File: config.mk
export PLATFORM = sky130hd
export DESIGN_NAME = riscv_decode_stage
export DESIGN_NICKNAME = d
export VERILOG_FILES = /design/src/rtl/riscv_insn_types_pkg.sv /design/src/rtl/riscv_skid_buffer.sv /design/src/rtl/riscv_decode_stage.sv
export SDC_FILE = /design/constraint.sdc
export NUM_CORES = 1
export LEC_CHECK = 0
export ABC_CLOCK_PERIOD_IN_PS = 5820
export BUFFER_PORTS_ARGS = -buffer_cell sky130_fd_sc_hd__buf_2
export CORE_UTILIZATION = 28
export CTS_CLUSTER_SIZE = 20
export DETAILED_ROUTE_END_ITERATION = 7
export PLACE_DENSITY = 0.53
export SYNTH_ARGS = -nofsm -noshare
export SYNTH_HDL_FRONTEND = slang
export SYNTH_SLANG_ARGS = --single-unit
File: constraint.sdc
create_clock -name clk -period 5.82 [get_ports clk]
set_clock_uncertainty 0.15 [all_clocks]
set_input_delay 0.873 -clock clk [delete_from_list [all_inputs] [get_ports clk]]
set_output_delay 0.873 -clock clk [all_outputs]
set_load 0.005 [all_outputs]
File: src/rtl/riscv_insn_types_pkg.sv
// Shared RV32 instruction types: raw instruction word, decoded field record,
// format classification and per-format field extraction, plus the decode
// stage record carried through the skid buffer.
package riscv_insn_types;

  typedef logic [31:0] insn_t;

  typedef enum logic [2:0] {
    ITYPE_NONE = 3'd0,
    ITYPE_R    = 3'd1,
    ITYPE_I    = 3'd2,
    ITYPE_S    = 3'd3,
    ITYPE_B    = 3'd4,
    ITYPE_U    = 3'd5,
    ITYPE_J    = 3'd6
  } itype_e;

  // imm holds the raw immediate bits of the format, right-aligned, unscaled
  // and not sign-extended; consumers rebuild the architectural value.
  typedef struct packed {
    itype_e      itype;
    logic [4:0]  rd;
    logic [4:0]  rs1;
    logic [4:0]  rs2;
    logic [2:0]  funct3;
    logic [6:0]  funct7;
    logic [19:0] imm;
  } insn_info_t;

  // Widest instruction address the decode record can carry.
  localparam int unsigned DECODE_PC_W = 32;

  typedef struct packed {
    insn_info_t             info;
    logic [DECODE_PC_W-1:0] pc;
    logic                   illegal;
  } decode_rec_t;

  localparam logic [6:0] OP_OP     = 7'h33;
  localparam logic [6:0] OP_OP_IMM = 7'h13;
  localparam logic [6:0] OP_LOAD   = 7'h03;
  localparam logic [6:0] OP_JALR   = 7'h67;
  localparam logic [6:0] OP_SYSTEM = 7'h73;
  localparam logic [6:0] OP_STORE  = 7'h23;
  localparam logic [6:0] OP_BRANCH = 7'h63;
  localparam logic [6:0] OP_LUI    = 7'h37;
  localparam logic [6:0] OP_AUIPC  = 7'h17;
  localparam logic [6:0] OP_JAL    = 7'h6F;

  function automatic logic is_r_format(input logic [6:0] op);
    return (op == OP_OP);
  endfunction

  function automatic logic is_i_format(input logic [6:0] op);
    return (op == OP_OP_IMM) || (op == OP_LOAD) || (op == OP_JALR) || (op == OP_SYSTEM);
  endfunction

  function automatic logic is_s_format(input logic [6:0] op);
    return (op == OP_STORE);
  endfunction

  function automatic logic is_b_format(input logic [6:0] op);
    return (op == OP_BRANCH);
  endfunction

  function automatic logic is_u_format(input logic [6:0] op);
    return (op == OP_LUI) || (op == OP_AUIPC);
  endfunction

  function automatic logic is_j_format(input logic [6:0] op);
    return (op == OP_JAL);
  endfunction

  function automatic insn_info_t r_extract_fields(input insn_t insn);
    insn_info_t f;
    f        = '0;
    f.itype  = ITYPE_R;
    f.rd     = insn[11:7];
    f.rs1    = insn[19:15];
    f.rs2    = insn[24:20];
    f.funct3 = insn[14:12];
    f.funct7 = insn[31:25];
    return f;
  endfunction

  function automatic insn_info_t i_extract_fields(input insn_t insn);
    insn_info_t f;
    f        = '0;
    f.itype  = ITYPE_I;
    f.rd     = insn[11:7];
    f.rs1    = insn[19:15];
    f.funct3 = insn[14:12];
    f.imm    = {8'd0, insn[31:20]};
    return f;
  endfunction

  function automatic insn_info_t s_extract_fields(input insn_t insn);
    insn_info_t f;
    f        = '0;
    f.itype  = ITYPE_S;
    f.rs1    = insn[19:15];
    f.rs2    = insn[24:20];
    f.funct3 = insn[14:12];
    f.imm    = {8'd0, insn[31:25], insn[11:7]};
    return f;
  endfunction

  // Branch offset bits imm[12:1]; bit 0 is implicitly zero.
  function automatic insn_info_t b_extract_fields(input insn_t insn);
    insn_info_t f;
    f        = '0;
    f.itype  = ITYPE_B;
    f.rs1    = insn[19:15];
    f.rs2    = insn[24:20];
    f.funct3 = insn[14:12];
    f.imm    = {8'd0, insn[31], insn[7], insn[30:25], insn[11:8]};
    return f;
  endfunction

  function automatic insn_info_t u_extract_fields(input insn_t insn);
    insn_info_t f;
    f       = '0;
    f.itype = ITYPE_U;
    f.rd    = insn[11:7];
    f.imm   = insn[31:12];
    return f;
  endfunction

  // Jump offset bits imm[20:1]; bit 0 is implicitly zero.
  function automatic insn_info_t j_extract_fields(input insn_t insn);
    insn_info_t f;
    f       = '0;
    f.itype = ITYPE_J;
    f.rd    = insn[11:7];
    f.imm   = {insn[31], insn[19:12], insn[20], insn[30:21]};
    return f;
  endfunction

endpackage

File: src/rtl/riscv_skid_buffer.sv
// Two-entry (main + skid) valid/ready buffer. in_ready is a flop so the
// upstream never sees a combinational path from out_ready. flush clears both
// entries and wins over any transfer in the same cycle.
module riscv_skid_buffer #(
  parameter type T = logic
) (
  input  logic clk,
  input  logic rst,
  input  logic flush,
  input  logic in_valid,
  output logic in_ready,
  input  T     in_data,
  output logic out_valid,
  input  logic out_ready,
  output T     out_data
);

  logic main_valid_q, main_valid_d;
  logic skid_valid_q, skid_valid_d;
  logic in_ready_q, in_ready_d;
  T     main_q, main_d;
  T     skid_q, skid_d;

  logic in_xfer_s;
  logic out_xfer_s;

  assign in_xfer_s  = in_valid && in_ready_q;
  assign out_xfer_s = main_valid_q && out_ready;

  // Next-state for the two entries: drain from skid first to keep order.
  always_comb begin
    main_valid_d = main_valid_q;
    skid_valid_d = skid_valid_q;
    main_d       = main_q;
    skid_d       = skid_q;
    if (flush) begin
      main_valid_d = 1'b0;
      skid_valid_d = 1'b0;
    end else if (out_xfer_s) begin
      if (skid_valid_q) begin
        main_d       = skid_q;
        skid_valid_d = 1'b0;
      end else if (in_xfer_s) begin
        main_d       = in_data;
        main_valid_d = 1'b1;
      end else begin
        main_valid_d = 1'b0;
      end
    end else if (main_valid_q) begin
      if (in_xfer_s) begin
        skid_d       = in_data;
        skid_valid_d = 1'b1;
      end else begin
        skid_valid_d = skid_valid_q;
      end
    end else if (in_xfer_s) begin
      main_d       = in_data;
      main_valid_d = 1'b1;
    end else begin
      main_valid_d = 1'b0;
    end
    in_ready_d = ~skid_valid_d;
  end

  // Entry state and registered in_ready; reset drops everything at once.
  always_ff @(posedge clk or posedge rst) begin
    if (rst) begin
      main_valid_q <= 1'b0;
      skid_valid_q <= 1'b0;
      in_ready_q   <= 1'b1;
      main_q       <= '0;
      skid_q       <= '0;
    end else begin
      main_valid_q <= main_valid_d;
      skid_valid_q <= skid_valid_d;
      in_ready_q   <= in_ready_d;
      main_q       <= main_d;
      skid_q       <= skid_d;
    end
  end

  assign in_ready  = in_ready_q;
  assign out_valid = main_valid_q;
  assign out_data  = main_q;

endmodule

File: src/rtl/riscv_decode_stage.sv
// RV32 decode stage: combinational format decode feeding a registered
// two-entry skid buffer. Optional delivery counters are built only when
// RISCV_DECODE_STATS_EN is defined; otherwise the stat ports read zero.
module riscv_decode_stage
  import riscv_insn_types::*;
#(
  parameter int unsigned PC_WIDTH = 32
) (
  input  logic                clk,
  input  logic                rst,
  input  logic                flush,
  input  logic                in_valid,
  output logic                in_ready,
  input  insn_t               in_insn,
  input  logic [PC_WIDTH-1:0] in_pc,
  output logic                out_valid,
  input  logic                out_ready,
  output insn_info_t          out_info,
  output logic [PC_WIDTH-1:0] out_pc,
  output logic                out_illegal,
  output logic [31:0]         stat_decoded,
  output logic [31:0]         stat_illegal
);

  decode_rec_t dec_rec_s;
  decode_rec_t out_rec_s;
  logic [6:0]  opcode_s;

  assign opcode_s = in_insn[6:0];

  // Classify in R, I, S, B, U, J priority order; no match leaves info zero.
  always_comb begin
    dec_rec_s                   = '0;
    dec_rec_s.pc[PC_WIDTH-1:0]  = in_pc;
    if (in_insn[1:0] != 2'b11) begin
      dec_rec_s.illegal = 1'b1;
    end else if (is_r_format(opcode_s)) begin
      dec_rec_s.info = r_extract_fields(in_insn);
    end else if (is_i_format(opcode_s)) begin
      dec_rec_s.info = i_extract_fields(in_insn);
    end else if (is_s_format(opcode_s)) begin
      dec_rec_s.info = s_extract_fields(in_insn);
    end else if (is_b_format(opcode_s)) begin
      dec_rec_s.info = b_extract_fields(in_insn);
    end else if (is_u_format(opcode_s)) begin
      dec_rec_s.info = u_extract_fields(in_insn);
    end else if (is_j_format(opcode_s)) begin
      dec_rec_s.info = j_extract_fields(in_insn);
    end else begin
      dec_rec_s.illegal = 1'b1;
    end
  end

  riscv_skid_buffer #(
    .T (decode_rec_t)
  ) u_skid (
    .clk       (clk),
    .rst       (rst),
    .flush     (flush),
    .in_valid  (in_valid),
    .in_ready  (in_ready),
    .in_data   (dec_rec_s),
    .out_valid (out_valid),
    .out_ready (out_ready),
    .out_data  (out_rec_s)
  );

  assign out_info    = out_rec_s.info;
  assign out_pc      = out_rec_s.pc[PC_WIDTH-1:0];
  assign out_illegal = out_rec_s.illegal;

`ifdef RISCV_DECODE_STATS_EN
  logic [31:0] stat_decoded_q, stat_decoded_d;
  logic [31:0] stat_illegal_q, stat_illegal_d;
  logic        out_xfer_s;

  assign out_xfer_s = out_valid && out_ready;

  // Count delivered records; both counters wrap naturally at 2^32.
  always_comb begin
    stat_decoded_d = stat_decoded_q;
    stat_illegal_d = stat_illegal_q;
    if (out_xfer_s) begin
      stat_decoded_d = stat_decoded_q + 32'd1;
      if (out_illegal) begin
        stat_illegal_d = stat_illegal_q + 32'd1;
      end else begin
        stat_illegal_d = stat_illegal_q;
      end
    end else begin
      stat_decoded_d = stat_decoded_q;
    end
  end

  // Counter state.
  always_ff @(posedge clk or posedge rst) begin
    if (rst) begin
      stat_decoded_q <= 32'd0;
      stat_illegal_q <= 32'd0;
    end else begin
      stat_decoded_q <= stat_decoded_d;
      stat_illegal_q <= stat_illegal_d;
    end
  end

  assign stat_decoded = stat_decoded_q;
  assign stat_illegal = stat_illegal_q;
`else
  assign stat_decoded = 32'd0;
  assign stat_illegal = 32'd0;
`endif

endmodule

### After elaboration in Yosys (flattened, before gate mapping)

Index checks and enable logic that the tools add are counted.
Widths: inputs -> output; s select.

* bits in registers: 165
* bits of input ports: 69
* output and inout port bits: 147
* logic and storage cells: 72

* eq/ne operators: 13
* mux-type cells: 27
* bitwise gates (word level): 3
* reduce and logical (&&, ||, !) cells: 8

Operators with widths (number)
* $mux 48: 7
* $mux 81: 4
* $eq 7x7->1 const B: 4
* $eq 7x6->1 const B: 3
* $mux 1: 16
* $eq 7x5->1 const B: 2
* $eq 7x2->1 const B: 1
* $logic_or 1x1->1: 4
* $ne 2x2->1 const B: 2
* $reduce_and 4->1: 1
* $ne 3x3->1 const B: 1
* $not 1->1: 3
* $logic_and 1x1->1: 2
* $reduce_and 2->1: 1

### Logic depth before layout (Yosys ltp)

Gate-level depths: netlist of the first run.

* depth after elaboration: 11
* mapped depth: 8
* gate-level depth less buffers: 5

### Cells and area by module

A second synthesis of the first run with hierarchy kept.

* cells, all modules: 790
* area total of the unflattened synthesis: 8933.6 um^2

Modules (own cells, without submodules)
* riscv_skid_buffer: times used 1, cells each 573, area an instance 7435.9 um^2, seq. area each 4130.2 um^2
* riscv_decode_stage: times used 1, cells each 217, area an instance 1497.7 um^2, seq. area each 0.0 um^2

### Worst setup path before layout of the first run

Ideal clock, no wire load.

* kind: in2reg
* start: input port in_insn[2]
* end: register u_skid.main_q (netlist bit u_skid.out_data[80])
* library setup time: 0.128 ns
* data arrival time: 1.989 ns
* required time: 5.542 ns
* slack: 3.553 ns
* stages: 7
* path buffers: 3
* cells stage by stage: buf_2 -> and4bb_1 -> and2_4 -> buf_6 -> buf_2 -> o32ai_1 -> a21oi_1

* cells in the longest elaborated chain, start to end: 11
* elaborated cells between the ends (all ways): 25
* classes of those cells: eq/ne: 10; mux: 11; reduce/logical: 4

RTL lines
* from (decl): line riscv_decode_stage.sv:14 `input insn_t in_insn,`
* $eq 7x7->1, or another cell as far along: line riscv_insn_types_pkg.sv:71 `return (op == OP_JAL);`
* $mux 48 / $logic_or 1x1->1 (equally long branches): line riscv_decode_stage.sv:47, riscv_insn_types_pkg.sv:67
* $mux 48: line riscv_decode_stage.sv:45 `end else if (is_u_format(opcode_s)) begin`
* $mux 48: line riscv_decode_stage.sv:43 `end else if (is_b_format(opcode_s)) begin`
* $mux 48: line riscv_decode_stage.sv:41 `end else if (is_s_format(opcode_s)) begin`
* $mux 48: line riscv_decode_stage.sv:39 `end else if (is_i_format(opcode_s)) begin`
* $mux 48 *: line riscv_decode_stage.sv:37 `end else if (is_r_format(opcode_s)) begin`
* $mux 48 *: line riscv_decode_stage.sv:35 `if (in_insn[1:0] != 2'b11) begin`
* $mux 81 *: line riscv_skid_buffer.sv:43, riscv_skid_buffer.sv:56
* $mux 81 (on tied branches): line riscv_skid_buffer.sv:49, riscv_skid_buffer.sv:40
* $mux 81 *: line riscv_skid_buffer.sv:39 `end else if (out_xfer_s) begin`
* to (signal assigned): line riscv_skid_buffer.sv:77 `main_q <= main_d;`
* to (decl): line riscv_skid_buffer.sv:21 `T main_q, main_d;`

Mark *: on every way between the ends. The rest lies on a longest branch, timed or not. The select of a mux whose other input is x is not followed.
A chain may end at the register's enable or synchronous reset.

### Worst setup path after layout of the first run

* start: input port out_ready
* end: register u_skid.main_q (netlist bit u_skid.out_data[34])

* cells in the longest elaborated chain, start to end: 3
* elaborated cells between the ends (all ways): 4
* classes of those cells: eq/ne: 1; mux: 1; reduce/logical: 2

RTL lines
* from (decl): line riscv_decode_stage.sv:17 `input logic out_ready,`
* $logic_and 1x1->1 *: line riscv_skid_buffer.sv:28 `assign out_xfer_s = main_valid_q && out_ready;`
* $ne 2x2->1 (no source line)
* $reduce_and 2->1 (no source line)

Mark *: on every way between the ends. The rest lies on a longest branch, timed or not.

==> metrics.txt, run 1 <==
Initial Utilization 28.4%; slew margin rel. 24.4%; antenna violations before repair 0; Final #Nets 1084; detailed placement HPWL 16.3 mm; number of max-cap violations 0; Post-Route Setup TNS 0 ps; Bufs on Longest Clock Path 2; CTS tree yes; Syn Area/Cell 9.01 um2; final WL 24.0 mm; grt met2 use 25.2%; cell-by-cell trace of the critical path buf_2 -> nand3_2 -> buf_4 -> nand3_1 -> nor2_2 -> nand2_2 -> o31ai_1; required time of the worst setup path 6000 ps; post-CTS sizing 0; Die ar. 29800 um2; Crit path max-delay family simple AND/OR/NAND/NOR gates; largest net degree at the start of global routing 68; num ports 216; commonest non-fill, non-tap cell in the layout nand2_1; Slew @ Worst Pin 1130 ps; Remaining Overflow, GRT 0; ANT cells 0; drc violations 0; EDFF count, synth 0; Final Hold Viols 0; drt first pass iters 5; H-tree levels 4; RSZ-0062 raised after global routing false; Final setup viols 0; Final ANT Viol Nets 0; Distinct cells, synth 60; DR vias 6770; Post-CTS Setup Inserts 0; Leak Pwr 4.41 nW; Vert. Die Dim 173 um; DR WL/cell 17.0 um; gate count of the mapped netlist 903; worst vdd ir 0.000144 V; vias in the first global route 6506; #FFs+latches synth 165; clk_lat worst skew 420 ps; cts bufs inserted 17; HP Class flop to flop; register area share after synthesis 50.7%; Slew Limit Fails 0; GRT busiest layer met2; Core ar. 28600 um2; Layout area overhead 16.7%; layout cells sized above 1 21.3%; Critical Path Max Stage Delay 890 ps; Post-CTS Hold Buffers 0; clk root buf clkbuf_16; M1 GR Usage 23.4%; status finished clean; GRT met3 Usage 2.76%; commonest cells after routing, fill and taps aside nand2_1 (190), dfrtp_1 (164), buf_2 (151); overall power 2.96 mW; commonest register cell after synthesis dfrtp_1; crit-path max FO 49; Worst-path clk slew 70 ps; Pwr Density 311 nW/um2; CP startpoint kind input port; fmax 327 MHz; first-pass GRT wire length 38.4 mm; gr usage total 16.5%; Crit Path Class input port to flop; Final GP Congestion 0.879; Worst EP arrival 3240 ps; die width 173 um; Tmin final 3050 ps; Cell Area, Synth 8140 um2; Async S/R FF share, synth 100%; slowest CP cell nor2_2; clock sink total 165; period utilization 52.5%; Buf/Inv on CP 2; buffers added on ports 151; YS warnings 0; Vias/cell 4.79; Iter 0 DRT Violations 529; row count 62; crit end category flop
[state kept, by name, indices dropped and copies added (netlist names)]
| name | count |
|---|---|
| u_skid.out_valid | 1 |
| u_skid.out_data | 81 |
| u_skid.skid_valid_q | 1 |
| u_skid.in_ready | 1 |
| u_skid.skid_q | 81 |
[where the power goes]
part           internal, mW  switching, mW
logic                 0.189          0.276
registers              1.30         0.0866
clock network         0.601          0.501
total                  2.09          0.864
[routing by layer]
| layer | wire length [um] | up-vias | share of wire (%) |
|---|---|---|---|
| met5 | 0 | - | 0 |
| met4 | 463 | 0 | 1.9 |
| met3 | 1040 | 27 | 4.3 |
| met2 | 11100 | 191 | 46 |
| met1 | 11400 | 3335 | 47 |
| li1 | - | 3217 | - |
[cell usage after synthesis, types with 4 or more instances]
cell       number  share of area [%]
o211ai_2        4               0.61
o22ai_1        21                1.6
o21a_1          4               0.37
inv_1          11               0.51
buf_2          19                1.2
nand2b_1        8               0.61
a22oi_1        15                1.4
clkbuf_1       38                1.8
and3_1          5               0.38
o31ai_1         9               0.83
a22o_1          5               0.54
buf_4          66                6.1
o2bb2ai_1      12                1.3
dfrtp_1       164                 50
nand3_1        13               0.80
o21ai_1        21                1.3
a222oi_1        6               0.74
or3_1          37                2.8
o21ai_0        61                3.8
buf_6           4               0.55
nand2_1       190                8.8
nor2_1         59                2.7
a32o_1          4               0.49
a21oi_1        76                4.7
[worst min-delay path, cell delays in order, from the launching register on]
cell and delay (ps):
dfrtp_1 340, nand2_1 50, nand2_1 50
[area by class of cell]
class	instances	area (um2)
clock buffer	17	425
clock inverter	15	145
fill	3007	19100
inverter	12	50.0
multi-input combinational	659	3450
sequential	165	4130
tap	384	480
timing repair buffer	160	823
[path summary, 6_finish.rpt]
kind	from	end	slack (ps)	cells past startpoint
min in group asynchronous	rst	u_skid.out_data[73]	360	2
max in group asynchronous	rst	u_skid.skid_q[7]	3970	3
hold / removal	u_skid.skid_q[6]	u_skid.skid_q[6]	320	2
hold reg to reg	u_skid.skid_q[6]	u_skid.skid_q[6]	320	2
setup reg to reg	u_skid.out_valid	u_skid.out_data[34]	2830	6
setup / recovery	out_ready	u_skid.out_data[34]	2770	7
[logic make-up (layout without fill, tap and decap cells)]
logic type,Yosys count,count (layout),share of synthesized area (%)
multiplexers,1,1,0.123
buffers and inverters,142,204,10.3
flip-flops,165,165,50.7
AO/OA/AOI/OAI,256,256,20.0
other,1,64,0.0461
AND/OR/NAND/NOR,336,336,18.6
XOR/XNOR,2,2,0.307
[metrics by stage]
| step | instances | worst slack [ps] | area [um2] | hold WS [ps] | utilization (%) |
|---|---|---|---|---|---|
| CTS | 1412 | 2720 | 9500 | 323 | 33.2 |
| floorplan | 966 | 337 | 8380 | 288 | - |
| detailed placement | 1380 | 2280 | 8930 | 306 | 31.2 |
| finish | 1412 | 2770 | 9500 | 317 | 33.2 |
| global route | 1412 | 2600 | 9500 | 327 | 33.2 |
| global placement | 1380 | 2340 | 8930 | 299 | 31.2 |
Power figures use the tool's default switching activity.
==> inputs of run 2 (changes only) <==
- ABC_AREA: unset -> 1
- ABC_CLOCK_PERIOD_IN_PS: 5820 -> 3110
- PLACE_DENSITY: 0.53 -> 0.51
- clock period: 5.82 -> 3.11 ns (I/O delays scaled with it)
==> metrics.txt, run 2 <==
required time of the worst setup path 3270 ps (was 6000 ps); Cell Area, Synth 8470 um2 (was 8140 um2); worst vdd ir 0.000327 V (was 0.000144 V); Core ar. 29700 um2 (was 28600 um2); clk root buf clkbuf_16 (unchanged); HP Class input port to asynchronous set/reset pin (was flop to flop); Syn Area/Cell 8.10 um2 (was 9.01 um2); most instantiated cells after synthesis nand2_1 (337), dfrtp_1 (164), a21oi_1 (122) (was nand2_1 (190), dfrtp_1 (164), a21oi_1 (76)); Final Hold Viols 0 (unchanged); final WL 25.5 mm (was 24.0 mm); final worst setup slack 848 ps (was 2770 ps); top cell type by total area after synthesis dfrtp_1 (unchanged); #FFs+latches synth 165 (unchanged); layout cells sized above 1 21.1% (was 21.3%); commonest register cell after synthesis dfrtp_1 (unchanged); Async S/R FF share, synth 100% (unchanged); Final Instance Area 9970 um2 (was 9500 um2); first-pass GRT wire length 39.6 mm (was 38.4 mm); CTS tree yes (unchanged); Leak Pwr 5.02 nW (was 4.41 nW); switching share of power 30.3% (was 29.2%); crit-path max FO 23 (was 49); clock sink total 165 (unchanged); Synth top area share 48.5% (was 50.4%); drt first pass iters 5 (unchanged); Post-CTS Setup Inserts 0 (unchanged); number of max-cap violations 0 (unchanged); pre-CTS WS 676 ps (was 2280 ps); combinational share of power 17.0% (was 15.7%); commonest non-fill, non-tap cell in the layout nand2_1 (unchanged); row count 63 (was 62); Slew @ Worst Pin 1050 ps (was 1130 ps); Post-CTS Hold Buffers 0 (unchanged); drc violations 0 (unchanged); Pwr Density 596 nW/um2 (was 311 nW/um2); period utilization 72.7%; clk_lat worst skew 420 ps (about the same); status finished clean (unchanged); count leader, synth nand2_1 (unchanged); EDFF count, synth 0 (unchanged); Layout area overhead 17.8% (was 16.7%); gate count of the mapped netlist 1046 (was 903); Remaining Overflow, GRT 0 (unchanged); switching power total 1.80 mW (was 0.864 mW); buffers added on ports 151 (unchanged); overall power 5.94 mW (was 2.96 mW); Worst-path clk slew 70 ps (about the same); Vias/cell 4.65 (was 4.79); fmax 442 MHz; Crit Path Class flop to flop (was input port to flop); DR WL/cell 16.2 um (was 17.0 um); register area share after synthesis 48.8% (was 50.7%); sequential share of power 45.2% (was 47.0%); Initial Utilization 28.5% (was 28.4%); largest net degree at the start of global routing 129 (was 68); post-CTS sizing 0 (unchanged); Final setup viols 0 (unchanged); area of the multi-input gates 3640 um2 (was 3450 um2); H-tree levels 4 (unchanged); YS warnings 0 (unchanged); slack of the worst reg-to-reg path 850 ps (was 2830 ps); Worst EP arrival 2430 ps (was 3240 ps); Die ar. 30900 um2 (was 29800 um2); cts bufs inserted 17 (unchanged); Tmin final 2260 ps; DP Area 9350 um2 (was 8930 um2); power share of the clock group 37.7% (was 37.2%); cells on worst reg2reg path 8 (was 6); Slew Limit Fails 0 (unchanged); num ports 216 (unchanged); commonest cells after routing, fill and taps aside nand2_1 (336), dfrtp_1 (164), buf_2 (151) (was nand2_1 (190), dfrtp_1 (164), buf_2 (151)); gr usage total 16.6% (was 16.5%); antenna violations before repair 3 (was 0); Pint 4.14 mW (was 2.09 mW); detailed placement HPWL 16.4 mm (was 16.3 mm); crit end category flop (unchanged); r2r endpoint u_skid.out_data[68] (was u_skid.out_data[34]); slew margin rel. 30.0% (was 24.4%); Final #Nets 1236 (was 1084); DR vias 7317 (was 6770); Synth area leaders dfrtp_1 (48%), nand2_1 (15%), a21oi_1 (7.2%), buf_4 (5.7%), o22ai_1 (3.1%) (was dfrtp_1 (50%), nand2_1 (8.8%), buf_4 (6.1%), a21oi_1 (4.7%), o21ai_0 (3.8%)); RSZ-0062 raised after global routing false (unchanged); Critical R2R Launch u_skid.out_valid (unchanged); Vert. Die Dim 176 um (was 173 um); worst hold slack 48.7 ps (was 317 ps); vias in the first global route 6861 (was 6506); Distinct cells, synth 34 (was 60); Final GP Congestion 0.824 (was 0.879); Iter 0 DRT Violations 457 (was 529); CP startpoint kind flop (was input port); die width 176 um (was 173 um); Fill cells 3191 (was 3007); Final ANT Viol Nets 0 (unchanged); Post-Route Setup TNS 0 ps (unchanged); Reg area 4130 um2 (unchanged); Bufs on Longest Clock Path 2 (unchanged)
==> run 2: logic make-up after synthesis <==
group                  after synthesis  synth area share (%)
AOI/OAI and AO/OA                  245                  16.7
buffers and inverters              172                  11.2
DFF                                165                  48.8
muxes                                1                 0.118
other                                1                0.0443
and+or+nand+nor                    462                  23.2
==> run 2: power groups by stage <==
stage	combinational [mW]	clock (mW)	sequential, mW
final	1.01	2.24	2.69
after CTS	1.04	2.30	2.69
after global routing	1.15	2.38	2.73
after global placement	1.01	0	2.73
after floorplan	0.627	0	2.71
after detailed placement	1.03	0	2.72
==> run 2: worst max-delay path by stage <==
stage | end | start | slack (ps)
floorplan | u_skid.out_data[0] | rst | 400
global placement | u_skid.out_data[69] | out_ready | 710
detailed placement | u_skid.out_data[79] | out_ready | 680
CTS | u_skid.out_data[79] | u_skid.out_valid | 810
global route | u_skid.out_data[71] | u_skid.out_valid | 630
finish | u_skid.out_data[68] | u_skid.out_valid | 850
==> run 2: layer usage <==
metal	up-vias	share of wire, %	global-route usage (%)
met5	-	0.051	0
met4	2	0.99	3.26
met3	19	6.3	4.55
met2	240	46	25.9
met1	3464	47	22.8
li1	3592	-	-
==> run 2: worst max-delay path, stage by stage (launching register included) <==
cell	delay (ps)
dfrtp_1	400
nand2_1	80
nor2_2	70
buf_4	200
inv_2	90
nand2_2	490
inv_2	330
a21oi_1	240
a21oi_1	90
==> run 2: stage by stage <==
step,std cells,utilization (%)
CTS,1570,33.5
floorplan,1109,-
global placement,1538,31.5
global route,1570,33.5
detailed placement,1538,31.5
finish,1572,33.6
==> run 2: area by class of cell <==
cell class / instances / share of cell area, %
diodes: 2 / 0.0502
clock buffers: 19 / 4.54
clock inverters: 13 / 1.63
inverters: 45 / 1.73
multi-input cells: 772 / 36.5
flip-flops and latches: 165 / 41.4
well taps: 390 / 4.89
repair buffers: 166 / 9.21
